`config.mk`:
```
export PLATFORM = sky130hd
export DESIGN_NAME = unified_mem_arbiter_flat
export DESIGN_NICKNAME = d
export VERILOG_FILES = /design/src/rtl/mips_mem_pkg.sv /design/src/rtl/unified_mem_arbiter_if.sv /design/src/rtl/mem_arb_picker.sv /design/src/rtl/unified_mem_arbiter.sv /design/src/flat_wrapper.sv
export SDC_FILE = /design/constraint.sdc
export NUM_CORES = 1
export LEC_CHECK = 0
export ABC_AREA = 0
export CAP_MARGIN = 25
export CORE_MARGIN = 5
export CORE_UTILIZATION = 44
export CTS_BUF_LIST = sky130_fd_sc_hd__clkbuf_4 sky130_fd_sc_hd__clkbuf_8 sky130_fd_sc_hd__clkbuf_16
export DETAILED_ROUTE_END_ITERATION = 8
export GPL_TIMING_DRIVEN = 0
export PLACE_DENSITY = 0.91
export SYNTH_ARGS = -nofsm -noshare
export SYNTH_HDL_FRONTEND = slang
export SYNTH_HIERARCHICAL = 1
export SYNTH_SLANG_ARGS = --single-unit
```
`constraint.sdc`:
```
create_clock -name clk -period 3.34 [get_ports clk]
set_input_delay 0.334 -clock clk [delete_from_list [all_inputs] [get_ports clk]]
set_output_delay 0.334 -clock clk [all_outputs]
set_load 0.05 [all_outputs]
```
`src/rtl/mips_mem_pkg.sv`:
```
// Shared types and constants for the unified instruction/data memory arbiter.
package mips_mem_pkg;

    localparam int DEF_ADDR_W = 32;
    localparam int DEF_DATA_W = 32;

    typedef enum logic [1:0] {
        IDLE = 2'd0,
        BUSY = 2'd1,
        DONE = 2'd2
    } state_t;

    localparam logic [1:0] OWN_NONE = 2'd0;
    localparam logic [1:0] OWN_IF   = 2'd1;
    localparam logic [1:0] OWN_D    = 2'd2;

endpackage

```
`src/rtl/unified_mem_arbiter_if.sv`:
```
// Bundles the IF port, data port and memory port seen by the arbiter.
// slave = arbiter view; master = pipeline stages plus memory model.
interface unified_mem_arbiter_if #(
    parameter int ADDR_W = 32,
    parameter int DATA_W = 32
);
    logic                  if_req;
    logic [ADDR_W-1:0]     if_addr;
    logic [DATA_W-1:0]     if_rdata;
    logic                  if_done;
    logic                  if_stall;

    logic                  d_req;
    logic                  d_we;
    logic [ADDR_W-1:0]     d_addr;
    logic [DATA_W-1:0]     d_wdata;
    logic [DATA_W/8-1:0]   d_be;
    logic [DATA_W-1:0]     d_rdata;
    logic                  d_done;
    logic                  d_stall;

    logic                  mem_req;
    logic                  mem_we;
    logic [ADDR_W-1:0]     mem_addr;
    logic [DATA_W-1:0]     mem_wdata;
    logic [DATA_W/8-1:0]   mem_be;
    logic [DATA_W-1:0]     mem_rdata;
    logic                  mem_ready;

    logic [1:0]            owner;

    modport slave (
        input  if_req, if_addr, d_req, d_we, d_addr, d_wdata, d_be, mem_rdata, mem_ready,
        output if_rdata, if_done, if_stall, d_rdata, d_done, d_stall,
               mem_req, mem_we, mem_addr, mem_wdata, mem_be, owner
    );

    modport master (
        output if_req, if_addr, d_req, d_we, d_addr, d_wdata, d_be, mem_rdata, mem_ready,
        input  if_rdata, if_done, if_stall, d_rdata, d_done, d_stall,
               mem_req, mem_we, mem_addr, mem_wdata, mem_be, owner
    );

endinterface

```
`src/rtl/mem_arb_picker.sv`:
```
// Purpose: picks IF or data for the next grant; data wins unless IF has waited MAX_D_STREAK grants.
// Latency: grants are combinational; streak updates on the clock edge that takes a grant.
// Backpressure: grant_stb only pulses when the arbiter is idle, so the streak counts real grants.
module mem_arb_picker #(
    parameter int MAX_D_STREAK = 4
) (
    input  logic clk,
    input  logic reset,
    input  logic if_req,
    input  logic d_req,
    input  logic grant_stb,
    output logic grant_if,
    output logic grant_d
);

    localparam int CNT_W = $clog2(MAX_D_STREAK + 1);
    localparam logic [CNT_W-1:0] STREAK_MAX = CNT_W'(MAX_D_STREAK);

    logic [CNT_W-1:0] streak;

    assign grant_d  = d_req & ~(if_req & (streak == STREAK_MAX));
    assign grant_if = if_req & ~grant_d;

    // Streak only grows while IF is actually being held off.
    always_ff @(posedge clk) begin
        if (!reset) begin
            streak <= '0;
        end else if (grant_stb) begin
            if (grant_if) begin
                streak <= '0;
            end else if (grant_d) begin
                if (!if_req) begin
                    streak <= '0;
                end else if (streak != STREAK_MAX) begin
                    streak <= streak + 1'b1;
                end
            end
        end
    end

endmodule

```
`src/rtl/unified_mem_arbiter.sv`:
```
// Purpose: shares one single-port variable-latency memory between IF and MEM stages.
// Latency: request sampled idle at N -> mem_req at N+1 -> done at N+2 at best; 3-cycle issue interval.
// Backpressure: mem_req and command held until mem_ready; stages stall via if_stall/d_stall until done.
module unified_mem_arbiter
    import mips_mem_pkg::*;
#(
    parameter int ADDR_W       = DEF_ADDR_W,
    parameter int DATA_W       = DEF_DATA_W,
    parameter int MAX_D_STREAK = 4
) (
    input  logic                clk,
    input  logic                reset,
    unified_mem_arbiter_if.slave bus
);

    localparam int BE_W = DATA_W / 8;

    state_t state, state_nxt;
    logic   grant_stb, grant_if, grant_d;

    logic              mem_req_q, mem_we_q;
    logic [ADDR_W-1:0] mem_addr_q;
    logic [DATA_W-1:0] mem_wdata_q;
    logic [BE_W-1:0]   mem_be_q;
    logic [1:0]        owner_q;
    logic [DATA_W-1:0] if_rdata_q, d_rdata_q;
    logic              if_done_q, d_done_q;

    mem_arb_picker #(
        .MAX_D_STREAK(MAX_D_STREAK)
    ) u_picker (
        .clk      (clk),
        .reset    (reset),
        .if_req   (bus.if_req),
        .d_req    (bus.d_req),
        .grant_stb(grant_stb),
        .grant_if (grant_if),
        .grant_d  (grant_d)
    );

    always_ff @(posedge clk) begin
        if (!reset) state <= IDLE;
        else        state <= state_nxt;
    end

    always_comb begin
        state_nxt = state;
        grant_stb = 1'b0;
        case (state)
            IDLE: begin
                grant_stb = bus.if_req | bus.d_req;
                if (grant_if || grant_d) state_nxt = BUSY;
            end
            BUSY:    if (bus.mem_ready) state_nxt = DONE;
            DONE:    state_nxt = IDLE;
            default: state_nxt = IDLE;
        endcase
    end

    // Command is latched once at grant so requesters may change inputs freely afterwards.
    always_ff @(posedge clk) begin
        if (!reset) begin
            mem_req_q   <= 1'b0;
            mem_we_q    <= 1'b0;
            mem_addr_q  <= '0;
            mem_wdata_q <= '0;
            mem_be_q    <= '0;
            owner_q     <= OWN_NONE;
            if_rdata_q  <= '0;
            d_rdata_q   <= '0;
            if_done_q   <= 1'b0;
            d_done_q    <= 1'b0;
        end else begin
            case (state)
                IDLE: begin
                    if (grant_d) begin
                        mem_req_q   <= 1'b1;
                        mem_we_q    <= bus.d_we;
                        mem_addr_q  <= bus.d_addr;
                        mem_wdata_q <= bus.d_wdata;
                        mem_be_q    <= bus.d_we ? bus.d_be : {BE_W{1'b1}};
                        owner_q     <= OWN_D;
                    end else if (grant_if) begin
                        mem_req_q   <= 1'b1;
                        mem_we_q    <= 1'b0;
                        mem_addr_q  <= bus.if_addr;
                        mem_wdata_q <= '0;
                        mem_be_q    <= {BE_W{1'b1}};
                        owner_q     <= OWN_IF;
                    end
                end
                BUSY: begin
                    if (bus.mem_ready) begin
                        mem_req_q <= 1'b0;
                        if (owner_q == OWN_IF) begin
                            if_rdata_q <= bus.mem_rdata;
                            if_done_q  <= 1'b1;
                        end else begin
                            if (!mem_we_q) d_rdata_q <= bus.mem_rdata;
                            d_done_q <= 1'b1;
                        end
                    end
                end
                DONE: begin
                    if_done_q <= 1'b0;
                    d_done_q  <= 1'b0;
                    owner_q   <= OWN_NONE;
                end
                default: ;
            endcase
        end
    end

    assign bus.mem_req   = mem_req_q;
    assign bus.mem_we    = mem_we_q;
    assign bus.mem_addr  = mem_addr_q;
    assign bus.mem_wdata = mem_wdata_q;
    assign bus.mem_be    = mem_be_q;
    assign bus.owner     = owner_q;
    assign bus.if_rdata  = if_rdata_q;
    assign bus.d_rdata   = d_rdata_q;
    assign bus.if_done   = if_done_q;
    assign bus.d_done    = d_done_q;
    assign bus.if_stall  = bus.if_req & ~if_done_q;
    assign bus.d_stall   = bus.d_req & ~d_done_q;

endmodule

```
`src/flat_wrapper.sv`:
```
// flat-port wrapper written by rule: the top's interface ports become plain ports
module unified_mem_arbiter_flat import mips_mem_pkg::*;
#(
    parameter int ADDR_W       = DEF_ADDR_W,
    parameter int DATA_W       = DEF_DATA_W,
    parameter int MAX_D_STREAK = 4
)
  (clk, reset, bus_if_req, bus_if_addr, bus_d_req, bus_d_we, bus_d_addr, bus_d_wdata, bus_d_be, bus_mem_rdata, bus_mem_ready, bus_if_rdata, bus_if_done, bus_if_stall, bus_d_rdata, bus_d_done, bus_d_stall, bus_mem_req, bus_mem_we, bus_mem_addr, bus_mem_wdata, bus_mem_be, bus_owner);
  unified_mem_arbiter_if #(.ADDR_W(ADDR_W), .DATA_W(DATA_W)) bus_i ();
  input  logic clk;
  input  logic reset;
  input wire logic [$bits(bus_i.if_req)-1:0] bus_if_req;
  input wire logic [$bits(bus_i.if_addr)-1:0] bus_if_addr;
  input wire logic [$bits(bus_i.d_req)-1:0] bus_d_req;
  input wire logic [$bits(bus_i.d_we)-1:0] bus_d_we;
  input wire logic [$bits(bus_i.d_addr)-1:0] bus_d_addr;
  input wire logic [$bits(bus_i.d_wdata)-1:0] bus_d_wdata;
  input wire logic [$bits(bus_i.d_be)-1:0] bus_d_be;
  input wire logic [$bits(bus_i.mem_rdata)-1:0] bus_mem_rdata;
  input wire logic [$bits(bus_i.mem_ready)-1:0] bus_mem_ready;
  output wire logic [$bits(bus_i.if_rdata)-1:0] bus_if_rdata;
  output wire logic [$bits(bus_i.if_done)-1:0] bus_if_done;
  output wire logic [$bits(bus_i.if_stall)-1:0] bus_if_stall;
  output wire logic [$bits(bus_i.d_rdata)-1:0] bus_d_rdata;
  output wire logic [$bits(bus_i.d_done)-1:0] bus_d_done;
  output wire logic [$bits(bus_i.d_stall)-1:0] bus_d_stall;
  output wire logic [$bits(bus_i.mem_req)-1:0] bus_mem_req;
  output wire logic [$bits(bus_i.mem_we)-1:0] bus_mem_we;
  output wire logic [$bits(bus_i.mem_addr)-1:0] bus_mem_addr;
  output wire logic [$bits(bus_i.mem_wdata)-1:0] bus_mem_wdata;
  output wire logic [$bits(bus_i.mem_be)-1:0] bus_mem_be;
  output wire logic [$bits(bus_i.owner)-1:0] bus_owner;
  assign bus_i.if_req = bus_if_req;
  assign bus_i.if_addr = bus_if_addr;
  assign bus_i.d_req = bus_d_req;
  assign bus_i.d_we = bus_d_we;
  assign bus_i.d_addr = bus_d_addr;
  assign bus_i.d_wdata = bus_d_wdata;
  assign bus_i.d_be = bus_d_be;
  assign bus_i.mem_rdata = bus_mem_rdata;
  assign bus_i.mem_ready = bus_mem_ready;
  assign bus_if_rdata = bus_i.if_rdata;
  assign bus_if_done = bus_i.if_done;
  assign bus_if_stall = bus_i.if_stall;
  assign bus_d_rdata = bus_i.d_rdata;
  assign bus_d_done = bus_i.d_done;
  assign bus_d_stall = bus_i.d_stall;
  assign bus_mem_req = bus_i.mem_req;
  assign bus_mem_we = bus_i.mem_we;
  assign bus_mem_addr = bus_i.mem_addr;
  assign bus_mem_wdata = bus_i.mem_wdata;
  assign bus_mem_be = bus_i.mem_be;
  assign bus_owner = bus_i.owner;
  unified_mem_arbiter #(.ADDR_W(ADDR_W), .DATA_W(DATA_W), .MAX_D_STREAK(MAX_D_STREAK)) u_core (.clk(clk), .reset(reset), .bus(bus_i));
endmodule
```
# After elaboration in Yosys (flattened, before gate mapping)
# Index checks and enable logic that the tools add are counted.
[classes] n_addsub=1 multipliers=0 div=0 order_cmp=0 eq_ne=11 n_shift=0 mux=30 bitwise_logic=12 reduce_logical=15
[op_table] operator="32-bit 2-to-1 mux" n=4
[op_table] operator="3-bit AND reduction" n=5
[op_table] operator="3-bit 2-to-1 mux" n=4
[op_table] operator="4-bit 2-to-1 mux" n=3
[op_table] operator="1-bit 2-to-1 mux" n=10
[op_table] operator="2-bit 2-to-1 mux" n=4
[op_table] operator="2-bit case mux with 2 select lines" n=2
[op_table] operator="2-bit nonzero test" n=4
[op_table] operator="3-bit by 1-bit != test with 1-bit output, second input constant" n=2
[op_table] operator="1-bit NOT" n=6
[op_table] operator="1-bit case mux with 2 select lines" n=3
[op_table] operator="2-bit AND reduction" n=3
[op_table] operator="1-bit bitwise AND" n=5
[op_table] operator="2-bit by 1-bit == test with 1-bit output, second input constant" n=2
[op_table] operator="2-bit by 1-bit != test with 1-bit output, second input constant" n=2
[op_table] operator="2-bit != test, second input constant" n=2
[op_table] operator="4-bit AND reduction" n=1
[op_table] operator="3-bit by 1-bit adder with 3-bit output, second input constant" n=1
[op_table] operator="3-bit == test, second input constant" n=1
[op_table] operator="3-bit != test, second input constant" n=1
[op_table] operator="2-bit == test, second input constant" n=1
[op_table] operator="2-bit zero test" n=1
[op_table] operator="1-bit logical OR" n=1
[op_table] operator="1-bit bitwise OR" n=1
[totals] reg_bits=143 latchBits=0 ram_bits=0 mem_bits_ro=0 input_bits=138 out_inout_bits=140 wordCells=81 mem_count=0

# Logic depth before layout (Yosys ltp)
[depth] word_depth=9 mapped_depth=9 ltp_nobuf=7

# Modules after synthesis
# Netlist, hierarchy kept.
[by_module_without_submodules] mod="unified_mem_arbiter" instances=1 cells_each=584 area_per_inst_um2=5590.4 seq_area_each_um2=2802.7
[by_module_without_submodules] mod="mem_arb_picker" instances=1 cells_each=25 area_per_inst_um2=193.9 seq_area_each_um2=60.1

# Least setup slack after synthesis
# No wires, ideal clock.
[synth_timing] kind="flip-flop to flip-flop" start="register u_core.u_picker.streak[0]" end="register u_core.mem_addr_q[22] (netlist: u_core/bus.mem_addr[22])" setup_time_ns=0.086 arrival_time_ns=1.790 t_required_ns=3.254 slack_ns=1.464 path_stages_with_launch=10 n_path_buf=2 synth_period_minus_slack_ns=1.876 cell_sequence="dfxtp_1 > inv_1 > ha_1 > nand2_1 > a21boi_0 > or2_1 > buf_2 > buf_2 > a21oi_1 > a211oi_1"
[synth_via] elab_chain_len=8 word_cells_on_any_way=9 cone_classes="eq/ne: 1; mux: 1; bitwise: 5; reduce/logical: 2"
[synth_rtl] element="start: declaration" line_no="mem_arb_picker.sv:19" text="logic [CNT_W-1:0] streak;"
[synth_rtl] element="start signal: assignment" line_no="mem_arb_picker.sv:35" text="streak <= streak + 1'b1;"
[synth_rtl] element="3-bit == test" line_no="mem_arb_picker.sv:21" text="assign grant_d = d_req & ~(if_req & (streak == STREAK_MAX));"
[synth_rtl] element="1-bit bitwise AND" line_no="mem_arb_picker.sv:21"
[synth_rtl] element="1-bit NOT" line_no="mem_arb_picker.sv:21"
[synth_rtl] element="1-bit bitwise AND" line_no="mem_arb_picker.sv:21"
[synth_rtl] element="1-bit NOT" line_no="mem_arb_picker.sv:22" text="assign grant_if = if_req & ~grant_d;"
[synth_rtl] element="1-bit bitwise AND" line_no="mem_arb_picker.sv:22"
[synth_rtl] element="named net u_core.grant_if" line_no="unified_mem_arbiter.sv:19" text="logic grant_stb, grant_if, grant_d;"
[synth_rtl] element="2-bit nonzero test (no line)"
[synth_rtl] element="2-bit AND reduction (no line)"
[synth_rtl] element="end signal: assignment" line_no="unified_mem_arbiter.sv:79" text="mem_addr_q <= bus.d_addr;"
[synth_rtl] element="end signal: assignment" line_no="unified_mem_arbiter.sv:86" text="mem_addr_q <= bus.if_addr;"
[synth_rtl] element="end: declaration" line_no="unified_mem_arbiter.sv:22" text="logic [ADDR_W-1:0] mem_addr_q;"
# The timed path passes the listed nets, and every way through them passes these cells.
# A chain may end at the register's enable or synchronous reset.

# Worst setup path in the final report
[layout_timing] start="register u_core.u_picker.streak[0]" end="register u_core.mem_addr_q[16] (netlist: u_core/bus.mem_addr[16])"
# The elaborated chain is that of the path after synthesis.

==> flow_summary.toml <==
[setup_path]
cp-start-kind = "flip-flop"
crit_chain = "inv_1, ha_1, nand2_1, a21boi_0, or2_1, buf_2, buf_2, a21oi_1, a211oi_1"
worst_path_max_delay_cell = "a21boi_0"
crit_buf_inv = 3
crit_required_ns = 3.65
slowest_delay_ns = 0.63
crit_path_max_fanout = 10
criticalPathCategory = "flip-flop to flip-flop"
critical_path.top_delay_family = "compound AO/OA/AOI/OAI gates"
crit_path_end_kind = "flip-flop"
worst_path_most_repeated_cell = "buf_2"
cp_data_arrival_time_ns = 2.67

[yosys]
synth.top_cell.area_share_pct = 49.49
yosysSeqAreaShare_pct = 49.49
netlist_top_cells_area = "dfxtp_1, mux2i_1, nand2_1, a21oi_1, a211oi_1"
synth_fp_nets = 749
synth_edf_count = 0
syn_area_per_cell_um2 = 9.498
synth_area_mm2 = 0.005784
synth_flop_cell = "dfxtp_1"
synthArstFlopShare_pct = 0
ys_warn_count = 6
synthCells = 609
synth.top_cells.by_count = "dfxtp_1, nand2_1, mux2i_1"
synth_most_common_cell = "dfxtp_1"
ys_ff_latch = 143
synth_top_area_cell = "dfxtp_1"
synth.lib_cells_used.distinct = 39

[placed_design]
place_inst = 1058
post-dp-hpwl_um = 14540
post-place-ws_ns = 0.7689
io_buffers = 277
place.gp.congestion = 0.7934

[detailed_routing]
wire_per_inst_um = 17.56
drt_iter0_drc = 309
drc = 0
drt_wl_total_um = 19140
vias = 5552
ant_nets = 0
via_per_inst = 5.094
firstDrtPassIters = 4

[die]
die_w_um = 124.7
die_h_um = 124.7
num_io_pins = 278
dieArea_mm2 = 0.01554
core-area_mm2 = 0.01277
rows = 41
start_util_pct = 45.28

[sta]
slew_violations = 0
worst_slew_pin_slew_ns = 0.7593
timing.final.crit_share_pct = 70.87
period_minus_slack_ns = 2.367
setup_slack_ns = 0.9729
finalSetupViolCount = 0
finClkSkew_ns = 0.005606
relSlewSlack_pct = 48.92
max_freq_mhz = 422.5
hold_viol = 0
grt_setup_unrepaired = "false"
setup_tns_ns = 0

[clocking]
cts_setup_buffers = 0
clkLatencyLatePin_ns = 0.41
cts-root-buf = "clkbuf_16"
post_cts_resized = 0
h-tree-depth = 4
cts.hold.buffers_added = 0
cts_tree = "yes"
clk_pin_slew_worst_paths_ns = 0.06
cts_buffer_depth = 2
clock-sinks = 143
cts_buffers = 17

[global_route]
grt_max_degree = 17
grt_pass1_wl_um = 29950
antenna_found_initial = 0
grtUsageTotal_pct = 23.84
grt_overflow = 0
grt_pass1_vias = 5683

[power_and_ir_drop]
switchingPower_mw = 1.450
p_leak_nw = 3.539
swShare_pct = 27.98
power_frac_seq_pct = 35.9
ir_drop_v = 0.0003444
powerDensity_mw_per_mm2 = 547.7
combPwrFrac_pct = 21.6
power_frac_clock_pct = 42.5
p_int_mw = 3.733

[finish]
stdcell_count = 1090
syn_to_final_growth_pct = 63.62
num_antenna_cells = 0
drive_gt1_share_pct = 8.388
fin_nets = 1045

[job]
maxCapViolCount = 0

[hold_path]
worst_hold_path_type = "flip-flop to flip-flop"

[outcome]
status = "complete, no violations"
## cell families after synthesis
kind of cell | after synthesis | share of synthesized area [%]
AOI/OAI and AO/OA | 151 | 15.27
adders and majority gates | 2 | 0.4326
buffers and inverters | 57 | 5.992
DFF | 143 | 49.49
muxes | 96 | 16.61
and+or+nand+nor | 160 | 12.20
## power by group through the flow
stage | clock (mW) | combinational, mW | sequential [mW]
finish | 2.20 | 1.12 | 1.86
global route | 2.31 | 1.18 | 1.87
CTS | 2.23 | 1.12 | 1.86
detailed placement | 0 | 1.11 | 1.90
global placement | 0 | 1.10 | 1.89
floorplan | 0 | 0.323 | 2.23
## cell type report
class | count | area, um2
Inverter | 5 | 18.77
Timing Repair Buffer | 277 | 2773
Fill cell | 893 | 3309
Clock buffer | 17 | 425.4
Multi-Input combinational cell | 409 | 2575
Buffer | 52 | 327.8
Sequential cell | 143 | 2863
Clock inverter | 15 | 266.5
Tap cell | 172 | 215.2
## routing by layer
metal | global-route usage [%] | routed length, um
met1 | 27.41 | 7650
met2 | 41.48 | 9779
met3 | 5.918 | 1101
met4 | 11.15 | 604
met5 | 0 | 0
## layout by cell type (no fill, tap or decap), types with 3 or more instances in the layout
master           instances
o21ai_1                 35
buf_4                    7
nor2_1                   8
mux2i_1                 96
o221a_1                  4
nand2_1                133
clkinv_2                 3
a211oi_1                32
dfxtp_1                143
clkdlybuf4s50_1        277
buf_12                   3
a21oi_1                 69
clkinv_4                 3
buf_2                   22
buf_1                    4
buf_6                    4
bufinv_16                7
inv_1                    4
clkbuf_1                12
clkbuf_16               17
## flip-flops by register name, summed over array words and instances (netlist names)
| register | cells |
|---|---|
| u_core/bus.d_done | 1 |
| u_core/state | 2 |
| u_core/bus.owner | 2 |
| u_core/bus.mem_wdata | 32 |
| u_core/bus.mem_we | 1 |
| u_core/bus.mem_be | 4 |
| u_core/bus.mem_req | 1 |
| u_core/bus.d_rdata | 32 |
| u_core/bus.mem_addr | 32 |
| u_core/u_picker/streak | 3 |
| u_core/bus.if_done | 1 |
| u_core/bus.if_rdata | 32 |
## through the flow
step | cell area (um2) | hold WS (ns) | util [%] | total power [mW]
after detailed placement | 8772 | 0.4484 | 68.67 | 3.011
after CTS | 9464 | 0.4489 | 74.09 | 5.218
after global routing | 9464 | 0.4479 | 74.09 | 5.357
after floorplan | 5784 | 0.4481 | - | 2.552
after global placement | 8772 | 0.4411 | 68.67 | 2.993
final | 9464 | 0.4550 | 74.09 | 5.183
## worst register-to-register path: stages (launching register included)
cell	delay (ns)
dfxtp_1	0.33
inv_1	0.08
ha_1	0.19
nand2_1	0.10
a21boi_0	0.63
or2_1	0.18
buf_2	0.16
buf_2	0.23
a21oi_1	0.11
a211oi_1	0.27
## path summary, 6_finish.rpt
path,endpoint,from,cells past startpoint,slack (ns)
setup / recovery,u_core/bus.mem_addr[16],u_core/u_picker/streak[0],9,0.97
hold / removal,u_core/bus.if_rdata[5],u_core/bus.if_rdata[5],2,0.46
setup reg to reg,u_core/bus.mem_addr[16],u_core/u_picker/streak[0],9,0.97
hold reg to reg,u_core/bus.if_rdata[5],u_core/bus.if_rdata[5],2,0.46
(Power assumes the default switching activity.)
